## config.mk

```make
export PLATFORM = sky130hd
export DESIGN_NAME = ram_ctrl_seq_flat
export DESIGN_NICKNAME = d
export VERILOG_FILES = /design/src/rtl/ram_ctrl_seq_pkg.sv /design/src/rtl/ram_ctrl_seq_if.sv /design/src/rtl/ram_ctrl_seq_sc_ring.sv /design/src/rtl/ram_ctrl_seq.sv /design/src/flat_wrapper.sv
export SDC_FILE = /design/constraint.sdc
export NUM_CORES = 1
export LEC_CHECK = 0
export ABC_AREA = 0
export BUFFER_PORTS_ARGS = -buffer_cell sky130_fd_sc_hd__buf_2
export CORE_ASPECT_RATIO = 1.1
export CORE_MARGIN = 5
export CORE_UTILIZATION = 52
export DETAILED_ROUTE_END_ITERATION = 10
export PLACE_DENSITY = 0.81
export SLEW_MARGIN = 25
export SYNTH_ARGS = -nofsm -noshare
export SYNTH_HDL_FRONTEND = slang
export SYNTH_HIERARCHICAL = 1
export SYNTH_SLANG_ARGS = --single-unit
```

## constraint.sdc

```tcl
create_clock -name CLK -period 2.9 [get_ports CLK]
set_input_delay 0.145 -clock CLK [delete_from_list [all_inputs] [get_ports CLK]]
set_output_delay 0.145 -clock CLK [all_outputs]
set_load 0.005 [all_outputs]
```

## src/rtl/ram_ctrl_seq_pkg.sv

```systemverilog
// Shared types and constants for the ram_ctrl_seq memory-access sequencer.
package ram_ctrl_seq_pkg;

  typedef enum logic [1:0] {
    ST_IDLE = 2'd0,
    ST_RUN  = 2'd1,
    ST_WAIT = 2'd2,
    ST_ERR  = 2'd3
  } state_t;

  localparam int CNT_W = 4;
  localparam logic [CNT_W-1:0] CNT_MAX = '1;

  localparam logic [7:0] DEF_RD_T4_MSK = 8'b0100_0111;
  localparam logic [7:0] DEF_WR_T4_MSK = 8'b0010_1000;
  localparam logic [7:0] DEF_WR_T6_MSK = 8'b0100_0000;

  function automatic logic [CNT_W-1:0] sat_inc(input logic [CNT_W-1:0] v);
    return (v == CNT_MAX) ? v : v + 1'b1;
  endfunction

endpackage

```

## src/rtl/ram_ctrl_seq_if.sv

```systemverilog
// Bus between the control unit / RAM side and the ram_ctrl_seq sequencer.
interface ram_ctrl_seq_if import ram_ctrl_seq_pkg::*; #(
  parameter int NUM_T  = 8,
  parameter int NUM_OP = 8
) ();

  // Handshake: LD or WR is a one-cycle request strobe; MEM_RDY is the memory's
  // completion and is only accepted once the wait counter has reached WAIT_CYC.
  logic              START;
  logic              CLR_SC;
  logic [NUM_OP-1:0] D;
  logic              I;
  logic              MEM_RDY;
  logic [NUM_T-1:0]  T;
  logic              LD;
  logic              WR;
  logic              BUSY;
  logic              ERR;
  state_t            state;

  modport master (
    output START, CLR_SC, D, I, MEM_RDY,
    input  T, LD, WR, BUSY, ERR, state
  );

  modport slave (
    input  START, CLR_SC, D, I, MEM_RDY,
    output T, LD, WR, BUSY, ERR, state
  );

endinterface

```

## src/rtl/ram_ctrl_seq_sc_ring.sv

```systemverilog
// One-hot sequence counter ring: rotates left, holds on hold, returns to T0 on clr.
module sc_ring #(
  parameter int NUM_T = 8
) (
  input  logic             clk,
  input  logic             rstn,
  input  logic             hold,
  input  logic             clr,
  output logic [NUM_T-1:0] t
);

  always_ff @(posedge clk) begin
    if (!rstn) begin
      t <= NUM_T'(1);
    end else if (clr) begin
      t <= NUM_T'(1);
    end else if (!hold) begin
      t <= {t[NUM_T-2:0], t[NUM_T-1]};
    end
  end

endmodule

```

## src/rtl/ram_ctrl_seq.sv

```systemverilog
// Memory-access sequencer: owns T0..T(N-1), issues LD/WR strobes, stalls T until MEM_RDY.
// Optional access timeout enabled by defining ACCESS_TIMEOUT_EN.
module ram_ctrl_seq import ram_ctrl_seq_pkg::*; #(
  parameter int NUM_T    = 8,
  parameter int NUM_OP   = 8,
  parameter int WAIT_CYC = 1,
`ifdef ACCESS_TIMEOUT_EN
  parameter int TIMEOUT  = 15,
`endif
  parameter logic [NUM_OP-1:0] RD_T4_MSK = DEF_RD_T4_MSK,
  parameter logic [NUM_OP-1:0] WR_T4_MSK = DEF_WR_T4_MSK,
  parameter logic [NUM_OP-1:0] WR_T6_MSK = DEF_WR_T6_MSK
) (
  input  logic         CLK,
  input  logic         RSTN,
  ram_ctrl_seq_if.slave bus
);

  localparam logic [CNT_W-1:0] WAIT_LIM = CNT_W'(WAIT_CYC);

  state_t           state;
  state_t           state_nx;
  logic [CNT_W-1:0] cnt;
  logic             clr_pend;
  logic             ld_q;
  logic             wr_q;
  logic             ld_nx;
  logic             wr_nx;
  logic             rd_req;
  logic             wr_req;
  logic             any_req;
  logic             done;
  logic             tmo;
  logic             ring_hold;
  logic             ring_clr;
  logic [NUM_T-1:0] t;

  assign rd_req  = t[1] | (t[3] & ~bus.D[NUM_OP-1] & bus.I) | (t[4] & |(bus.D & RD_T4_MSK));
  assign wr_req  = (t[4] & |(bus.D & WR_T4_MSK)) | (t[6] & |(bus.D & WR_T6_MSK));
  assign any_req = rd_req | wr_req;
  assign done    = bus.MEM_RDY & (cnt >= WAIT_LIM);

`ifdef ACCESS_TIMEOUT_EN
  // Last WAIT cycle before the count would reach TIMEOUT.
  localparam logic [CNT_W-1:0] TMO_LIM = CNT_W'(TIMEOUT - 1);
  assign tmo = ~done & (cnt == TMO_LIM);
`else
  assign tmo = 1'b0;
`endif

  always_ff @(posedge CLK) begin
    if (!RSTN) begin
      state    <= ST_IDLE;
      cnt      <= '0;
      clr_pend <= 1'b0;
      ld_q     <= 1'b0;
      wr_q     <= 1'b0;
    end else begin
      state    <= state_nx;
      ld_q     <= ld_nx;
      wr_q     <= wr_nx;
      cnt      <= (state == ST_WAIT && !done) ? sat_inc(cnt) : '0;
      // A CLR_SC seen while the access is outstanding is deferred to completion.
      clr_pend <= ((state == ST_RUN && any_req) || (state == ST_WAIT && !done))
                  ? (clr_pend | bus.CLR_SC) : 1'b0;
    end
  end

  always_comb begin
    state_nx = state;
    case (state)
      ST_IDLE: if (bus.START) state_nx = ST_RUN;
      ST_RUN:  if (any_req)   state_nx = ST_WAIT;
      ST_WAIT: begin
        if (done)     state_nx = ST_RUN;
        else if (tmo) state_nx = ST_ERR;
      end
      ST_ERR:  state_nx = ST_ERR;
      default: state_nx = ST_IDLE;
    endcase
  end

  always_comb begin
    ld_nx     = 1'b0;
    wr_nx     = 1'b0;
    ring_hold = 1'b1;
    ring_clr  = 1'b0;
    case (state)
      ST_RUN: begin
        if (any_req) begin
          wr_nx = wr_req;
          ld_nx = rd_req & ~wr_req;
        end else begin
          ring_hold = 1'b0;
          ring_clr  = bus.CLR_SC;
        end
      end
      ST_WAIT: begin
        if (done) begin
          ring_hold = 1'b0;
          ring_clr  = clr_pend | bus.CLR_SC;
        end
      end
      default: ;
    endcase
  end

  sc_ring #(.NUM_T(NUM_T)) u_sc_ring (
    .clk  (CLK),
    .rstn (RSTN),
    .hold (ring_hold),
    .clr  (ring_clr),
    .t    (t)
  );

`ifdef ACCESS_TIMEOUT_EN
  logic err_q;
  always_ff @(posedge CLK) begin
    if (!RSTN)                  err_q <= 1'b0;
    else if (state_nx == ST_ERR) err_q <= 1'b1;
  end
  assign bus.ERR = err_q;
`else
  assign bus.ERR = 1'b0;
`endif

  assign bus.T     = t;
  assign bus.LD    = ld_q;
  assign bus.WR    = wr_q;
  assign bus.BUSY  = (state == ST_WAIT);
  assign bus.state = state;

endmodule

```

## src/flat_wrapper.sv

```systemverilog
// flat-port wrapper written by rule: the top's interface ports become plain ports
module ram_ctrl_seq_flat import ram_ctrl_seq_pkg::*;
#(
  parameter int NUM_T    = 8,
  parameter int NUM_OP   = 8,
  parameter int WAIT_CYC = 1,

  parameter logic [NUM_OP-1:0] RD_T4_MSK = DEF_RD_T4_MSK,
  parameter logic [NUM_OP-1:0] WR_T4_MSK = DEF_WR_T4_MSK,
  parameter logic [NUM_OP-1:0] WR_T6_MSK = DEF_WR_T6_MSK
)
  (CLK, RSTN, bus_START, bus_CLR_SC, bus_D, bus_I, bus_MEM_RDY, bus_T, bus_LD, bus_WR, bus_BUSY, bus_ERR, bus_state);
  ram_ctrl_seq_if #(.NUM_T(NUM_T), .NUM_OP(NUM_OP)) bus_i ();
  input  logic CLK;
  input  logic RSTN;
  input wire logic [$bits(bus_i.START)-1:0] bus_START;
  input wire logic [$bits(bus_i.CLR_SC)-1:0] bus_CLR_SC;
  input wire logic [$bits(bus_i.D)-1:0] bus_D;
  input wire logic [$bits(bus_i.I)-1:0] bus_I;
  input wire logic [$bits(bus_i.MEM_RDY)-1:0] bus_MEM_RDY;
  output wire logic [$bits(bus_i.T)-1:0] bus_T;
  output wire logic [$bits(bus_i.LD)-1:0] bus_LD;
  output wire logic [$bits(bus_i.WR)-1:0] bus_WR;
  output wire logic [$bits(bus_i.BUSY)-1:0] bus_BUSY;
  output wire logic [$bits(bus_i.ERR)-1:0] bus_ERR;
  output wire logic [$bits(bus_i.state)-1:0] bus_state;
  assign bus_i.START = bus_START;
  assign bus_i.CLR_SC = bus_CLR_SC;
  assign bus_i.D = bus_D;
  assign bus_i.I = bus_I;
  assign bus_i.MEM_RDY = bus_MEM_RDY;
  assign bus_T = bus_i.T;
  assign bus_LD = bus_i.LD;
  assign bus_WR = bus_i.WR;
  assign bus_BUSY = bus_i.BUSY;
  assign bus_ERR = bus_i.ERR;
  assign bus_state = bus_i.state;
  ram_ctrl_seq #(.NUM_T(NUM_T), .NUM_OP(NUM_OP), .WAIT_CYC(WAIT_CYC), .RD_T4_MSK(RD_T4_MSK), .WR_T4_MSK(WR_T4_MSK), .WR_T6_MSK(WR_T6_MSK)) u_core (.CLK(CLK), .RSTN(RSTN), .bus(bus_i));
endmodule
```

==> metrics.md, run 1 <==
| Metric | Value |
|---|---|
| Status | complete, no violations |
| Pin count of the biggest net entering global routing | 11 |
| Die ar. | 2612 µm² |
| Gr usage total | 0.1465 |
| Req. time, crit path | 3070 ps |
| Met2 Usage GRT | 0.2747 |
| DP Area | 1005 µm² |
| R2R depth | 8 |
| PwrDens | 778.1 nW/µm² |
| Number of diodes | 0 |
| Synthesized netlist cell count | 93 |
| Most crowded layer after global routing | met2 |
| Number of I/O pins | 28 |
| Initial core utilization | 0.5506 |
| Synthesized Nets | 115 |
| Peak VDD IR | 432.2 µV |
| CP Class | register to register |
| Via-per-instance ratio | 5.228 |
| CP Launch Type | register |
| Number of vias in the routed layout | 711 |
| Remaining DRCs | 0 |
| Initial antenna violation count | 0 |
| Setup Fix Bufs, Post-CTS | 0 |
| Hold Path Stages | 3 |
| Fin area | 1032 µm² |
| Final hold slack | 165.6 ps |
| Final Skew | 1.350 ps |
| Fin crit share | 0.7577 |
| Layout area overhead | 17.52% |
| Clock sinks | 17 |
| Commonest non-fill, non-tap cell in the layout | buf_2 |
| Layout cell share with drive strength beyond 1 | 0.2857 |
| Footprint of the multi-input gates | 499.2 µm² |
| Reg2Reg Launch Point | u_core/cnt[1] |
| Synth warnings | 6 |
| Final Setup Violations | 0 |
| Final count of hold timing violations | 0 |
| CTS resizes | 0 |
| Row cnt | 15 |
| Initial DRC count | 8 |
| Die X | 49.19 µm |
| Fmax | 0.4551 GHz |
| Met1 Use GR | 0.1536 |
| Worst Hold Class | primary input to register |
| WL per Instance | 12.68 µm |
| CTS Buf Count | 3 |
| Sink of the worst hold path | u_core/bus.state[1] |
| CTS max path bufs | 2 |
| Critical Path Fanout Max | 9 |
| Worst setup EP type | register |
| Final Routed Wirelength | 1.724 mm |
| FF+latch area | 340.3 µm² |
| HPWL Detailed | 1.411 mm |
| Final Slew Violations | 0 |
| Leak Pwr | 0.5097 nW |
| RSZ-0062 raised after global routing | no |
| # port buffers | 25 |
| M3 GR Usage | 0.05915 |
| Skew-Pair Late Insertion Delay | 280 ps |
| Synth Register Bits | 17 |
| Post-route ant nets | 0 |
| Die height | 53.11 µm |
| Shortest period the worst path allows | 2197 ps |
| Final setup margin | 702.6 ps |
| Most frequent cells in the layout | buf_2 (25), dfxtp_1 (17), nor2_1 (11), mux2i_1 (9) |
| Sequential fraction of the synthesis area | 0.3875 |
| Distinct cells, synth | 28 |
| First-pass GRT wire length | 3.049 mm |
| Critical Path AT | 2370 ps |
| Max cap viols | 0 |
| TritonRoute pass-1 iters | 4 |
| Setup TNS | 0 ps |
| Hold Buf Count CTS | 0 |
| Setup slack at placement | 680.2 ps |
| Fill count | 140 |
| Reg clk slew, reported paths | 100 ps |
| Hold_sp | RSTN |
| GRT overflow | 0 |
| Gpl congestion | 0.7551 |
| CTS tree | built |
| Clock root cell | clkbuf_4 |
| Vias in the first global route | 710 |
| Post-layout net count | 142 |
| H-tree depth | 1 |
| Register-to-register path setup slack | 700 ps |
| Reg2reg end | u_core/u_sc_ring/t[0] |
| Syn Area/Cell | 9.445 µm² |
| Synthesized area | 878.3 µm² |
| Core ar. | 1595 µm² |
-- cells by family after synthesis --
group           Yosys count  share of synthesized area
simple gates             35                     0.2009
flops                    17                     0.3875
compound gates           14                     0.1368
mux                       9                     0.1026
fa+ha+maj                 8                     0.1140
buf+inv                   8                    0.04415
other cells               1                   0.004269
xor+xnor                  1                   0.009973
-- layer usage --
layer,vias to the layer above,wire length [µm]
met4,0,0
met5,-,0
met2,19,874
li1,370,-
met3,0,157
met1,322,692
-- cells in the mapped netlist, drive strengths merged --
cell / number / area [µm²]
o2111ai: 1 / 8.760
buf: 3 / 20.01
nand3: 4 / 20.02
nand2: 8 / 30.03
or4: 1 / 11.26
a31oi: 1 / 6.260
o21ai: 2 / 10.01
ha: 8 / 100.1
xnor2: 1 / 8.760
and3: 1 / 6.260
nor2b: 3 / 18.77
o41ai: 1 / 8.760
a221oi: 1 / 26.28
inv: 5 / 18.77
a211o: 2 / 17.52
a31o: 1 / 8.760
nor2: 11 / 41.29
nand2b: 2 / 12.51
nor3: 3 / 15.01
a21boi: 2 / 18.77
nor3b: 1 / 7.510
or4b: 1 / 13.76
dfxtp: 17 / 340.3
mux2i: 9 / 90.09
a21oi: 3 / 15.01
conb: 1 / 3.750
-- stage by stage --
step,std cells,util,total power (W)
after floorplan,93,-,0.0006051
after global placement,132,0.6298,0.0006707
after detailed placement,132,0.6298,0.0006865
after CTS,136,0.6471,0.0008113
after global routing,136,0.6471,0.0008775
final,136,0.6471,0.0008032
-- power breakdown --
part	internal [W]	switching (W)	total, W
registers	0.000272	0.0000427	0.000314
logic	0.000180	0.000187	0.000367
clock network	0.0000510	0.0000708	0.000122
total	0.000503	0.000300	0.000803
-- flip-flops by register name, indices dropped and copies added (netlist names) --
| register | flops |
|---|---|
| u_core/cnt | 4 |
| u_core/bus.WR | 1 |
| u_core/clr_pend | 1 |
| u_core/bus.state | 2 |
| u_core/u_sc_ring/t | 8 |
| u_core/bus.LD | 1 |
-- critical path: stages (launching register included) --
cell and delay [ps]:
dfxtp_1 410, inv_1 90, ha_1 180, or4b_4 500, nand2_1 80, nand2_1 60
nand3_1 390, nor2b_1 120, a211o_1 250
-- worst max-delay path by stage --
stage | cells past startpoint | endpoint | slack [ps] | start
4_1_cts | 8 | u_core/u_sc_ring/t[0] | 710 | u_core/cnt[1]
3_5_place_dp | 6 | u_core/u_sc_ring/t[0] | 680 | bus_D[1]
6_report | 8 | u_core/u_sc_ring/t[0] | 700 | u_core/cnt[1]
5_1_grt | 8 | u_core/u_sc_ring/t[0] | 570 | u_core/cnt[1]
2_1_floorplan | 8 | u_core/u_sc_ring/t[0] | 990 | u_core/cnt[1]
3_3_place_gp | 6 | u_core/u_sc_ring/t[0] | 700 | bus_D[1]
-- area by class of cell --
cell class / count / area share
Sequential cell: 17 / 0.3297
Inverter: 5 / 0.01818
Tap cell: 17 / 0.02061
Clock buffer: 3 / 0.02182
Multi-Input combinational cell: 68 / 0.4836
Timing Repair Buffer: 25 / 0.1212
Clock inverter: 1 / 0.004848
(Power assumes the default switching activity.)
==> run 2: changes to the inputs <==
--- a/config.mk
+++ b/config.mk
@@ -9,9 +9,9 @@
 export BUFFER_PORTS_ARGS = -buffer_cell sky130_fd_sc_hd__buf_2
 export CORE_ASPECT_RATIO = 1.1
 export CORE_MARGIN = 5
-export CORE_UTILIZATION = 52
+export CORE_UTILIZATION = 48
 export DETAILED_ROUTE_END_ITERATION = 10
-export PLACE_DENSITY = 0.81
+export PLACE_DENSITY = 0.76
 export SLEW_MARGIN = 25
 export SYNTH_ARGS = -nofsm -noshare
 export SYNTH_HDL_FRONTEND = slang
==> constraint.sdc (replaced) <==
create_clock -name CLK -period 2.2 [get_ports CLK]
set_input_delay 0.11 -clock CLK [delete_from_list [all_inputs] [get_ports CLK]]
set_output_delay 0.11 -clock CLK [all_outputs]
set_load 0.005 [all_outputs]
==> run 2 against run 1 <==
  * Global-route usage shrank 0.63 points
  * Worst hold slack lost 43 ps
  * Sequential share of layout area shrank 0.89 points
  * Critical path depth grew 1
  * Register-to-register slack lost 520 ps
  * Combinational power grew 45%
  * Critical path type unchanged
  * Critical endpoint is now u_core/u_sc_ring/t[7]
==> metrics.md, run 2 (synthesis gave the netlist of run 1 again) <==
| Metric | Value |
|---|---|
| Worst setup EP type | register |
| CTS tree | built |
| Final Slew Violations | 0 (unchanged) |
| Die ar. | 2786 µm² (+6.7%) |
| Initial DRC count | 0 (-8) |
| Status | complete, no violations |
| Skew-Pair Late Insertion Delay | 290 ps (about the same) |
| Final hold slack | 122.7 ps (-42.93 ps) |
| Clock sinks | 17 (unchanged) |
| Final Setup Violations | 0 (unchanged) |
| Worst Hold Class | primary input to register |
| Setup TNS | 0 ps (unchanged) |
| CTS Buf Count | 3 (unchanged) |
| Largest regs | u_core/u_sc_ring/t: 8 flops, u_core/cnt: 4 flops, u_core/bus.state: 2 flops |
| Number of I/O pins | 28 (unchanged) |
| # port buffers | 25 (unchanged) |
| Fin crit share | 0.9156 (+0.1578) |
| GRT overflow | 0 (unchanged) |
| Post-route ant nets | 0 (unchanged) |
| Fmax | 0.4965 GHz (+9.1%) |
| Slowest CP cell | or4b_4 |
| CP Class | register to register |
| Gr usage total | 0.1402 (-0.006301) |
| Die X | 50.79 µm (+3.3%) |
| Commonest non-fill, non-tap cell in the layout | buf_2 |
| Die height | 54.87 µm (+3.3%) |
| Hold Path Stages | 3 (unchanged) |
| HPWL Detailed | 1.436 mm (+1.8%) |
| Layout cell share with drive strength beyond 1 | 0.3115 (+0.02576) |
| Biggest register | u_core/u_sc_ring/t |
| Most frequent cells in the layout | buf_2 (25), dfxtp_1 (17), nor2_1 (11), mux2i_1 (9) |
| Number of diodes | 0 (unchanged) |
| CP Launch Type | register |
| RSZ-0062 raised after global routing | no |
| Hold Buf Count CTS | 0 (unchanged) |
| PwrDens | 1053 nW/µm² (+35%) |
| Core ar. | 1762 µm² (+10%) |
| Final count of hold timing violations | 0 (unchanged) |
| Req. time, crit path | 2390 ps (-680 ps) |
| Number of vias in the routed layout | 745 (+4.8%) |
| Remaining DRCs | 0 (unchanged) |
| Vias in the first global route | 738 (+3.9%) |
| Clock root cell | clkbuf_4 |
| Layout area overhead | 20.80% |
| Row cnt | 16 (+1) |
| Initial antenna violation count | 0 (unchanged) |
| Post-layout net count | 145 (+2.1%) |
| Max reg flops | 8 (unchanged) |
| WL per Instance | 12.71 µm (+0.30%) |
| Register-to-register path setup slack | 190 ps (-520 ps) |
| Largest stage delay, worst path | 500 ps (about the same) |
| Critical Path Fanout Max | 5 (-4) |
| Fill count | 165 (+18%) |
| Via-per-instance ratio | 5.321 (+1.8%) |
| Crit-path most repeated cell | nand2_1 |
| Worst-path cell chain | inv_1, ha_1, or4b_4, nand2_1, nand2_1, nand3_2, buf_4, mux2i_1, nor2_1 |
| Peak VDD IR | 661.0 µV (+53%) |
| Pin count of the biggest net entering global routing | 11 (unchanged) |
| Leak Pwr | 0.5257 nW (+3.1%) |
| H-tree depth | 1 (unchanged) |
| R2R depth | 9 (+1) |
| Final Skew | 4.702 ps (+3.351 ps) |
| Critical Path AT | 2210 ps (-160 ps) |
| CTS max path bufs | 2 (unchanged) |
| Initial core utilization | 0.4986 (-0.05201) |
| Max cap viols | 0 (unchanged) |
| Shortest period the worst path allows | 2014 ps (-183.2 ps) |
| Gpl congestion | 0.7224 (-4.3%) |
| Reg clk slew, reported paths | 110 ps (about the same) |
| TritonRoute pass-1 iters | 1 (-3) |
| First-pass GRT wire length | 2.953 mm (-3.1%) |
| Final Routed Wirelength | 1.780 mm (+3.2%) |
[run 2: cell count changes in the layout (fill, tap and decap cells not counted)]
cell     delta
nand3_2     +1
nand3_1     -1
buf_4       +3
[run 2: repair_timing]
item,4_1_cts,5_1_grt
setup endpoints to repair,0,5
resized for setup,0,1
buffers inserted,0,0
[run 2: per-stage QoR]
step           area, µm²  setup WS, ps  std cells  power [W]  utilization
6_report            1061         185.8        140   0.001117       0.6023
5_1_grt             1061         41.55        140   0.001207       0.6023
4_1_cts             1056         89.91        140   0.001118       0.5994
3_5_place_dp        1028         107.6        136  0.0009478       0.5838
3_3_place_gp        1028         180.9        136  0.0009261       0.5838
2_1_floorplan      878.3         289.5         93  0.0007977            -
[run 2: worst max-delay path, delay by kind of cell, from the launching register on]
family	cells	cell delay (ps)
buffers and inverters	2	270
adders and majority gates	1	180
and+or+nand+nor	5	870
DFF	1	420
muxes	1	190
[run 2: cell type report]
class / count / area (µm²) / share of cell area
clock inverter: 1 / 5.005 / 0.004717
timing repair buffer: 28 / 147.6 / 0.1392
multi-input combinational: 68 / 504.2 / 0.4752
clock buffer: 3 / 22.52 / 0.02123
inverter: 5 / 18.77 / 0.01769
sequential: 17 / 340.3 / 0.3208
tap: 18 / 22.52 / 0.02123
[run 2: final timing paths]
path                                             from                    end
worst min register to register  u_core/u_sc_ring/t[0]  u_core/u_sc_ring/t[0]
worst min-delay path                             RSTN    u_core/bus.state[1]
worst max-delay path                    u_core/cnt[1]  u_core/u_sc_ring/t[7]
worst max register to register          u_core/cnt[1]  u_core/u_sc_ring/t[7]
[run 2: metal layers]
layer  vias to the layer above  wire length [µm]  track usage
met5                         -                 0            0
met4                         0                21      0.08085
met3                         2               148      0.04632
met2                        19               895       0.2541
met1                       347               714       0.1403
li1                        377                 -            -
[run 2: power breakdown]
group	leakage, nW	internal (W)	switching (W)
combinational	0.370	0.000273	0.000260
clock	0.0177	0.0000675	0.000102
sequential	0.138	0.000358	0.0000559
total	0.526	0.000699	0.000418
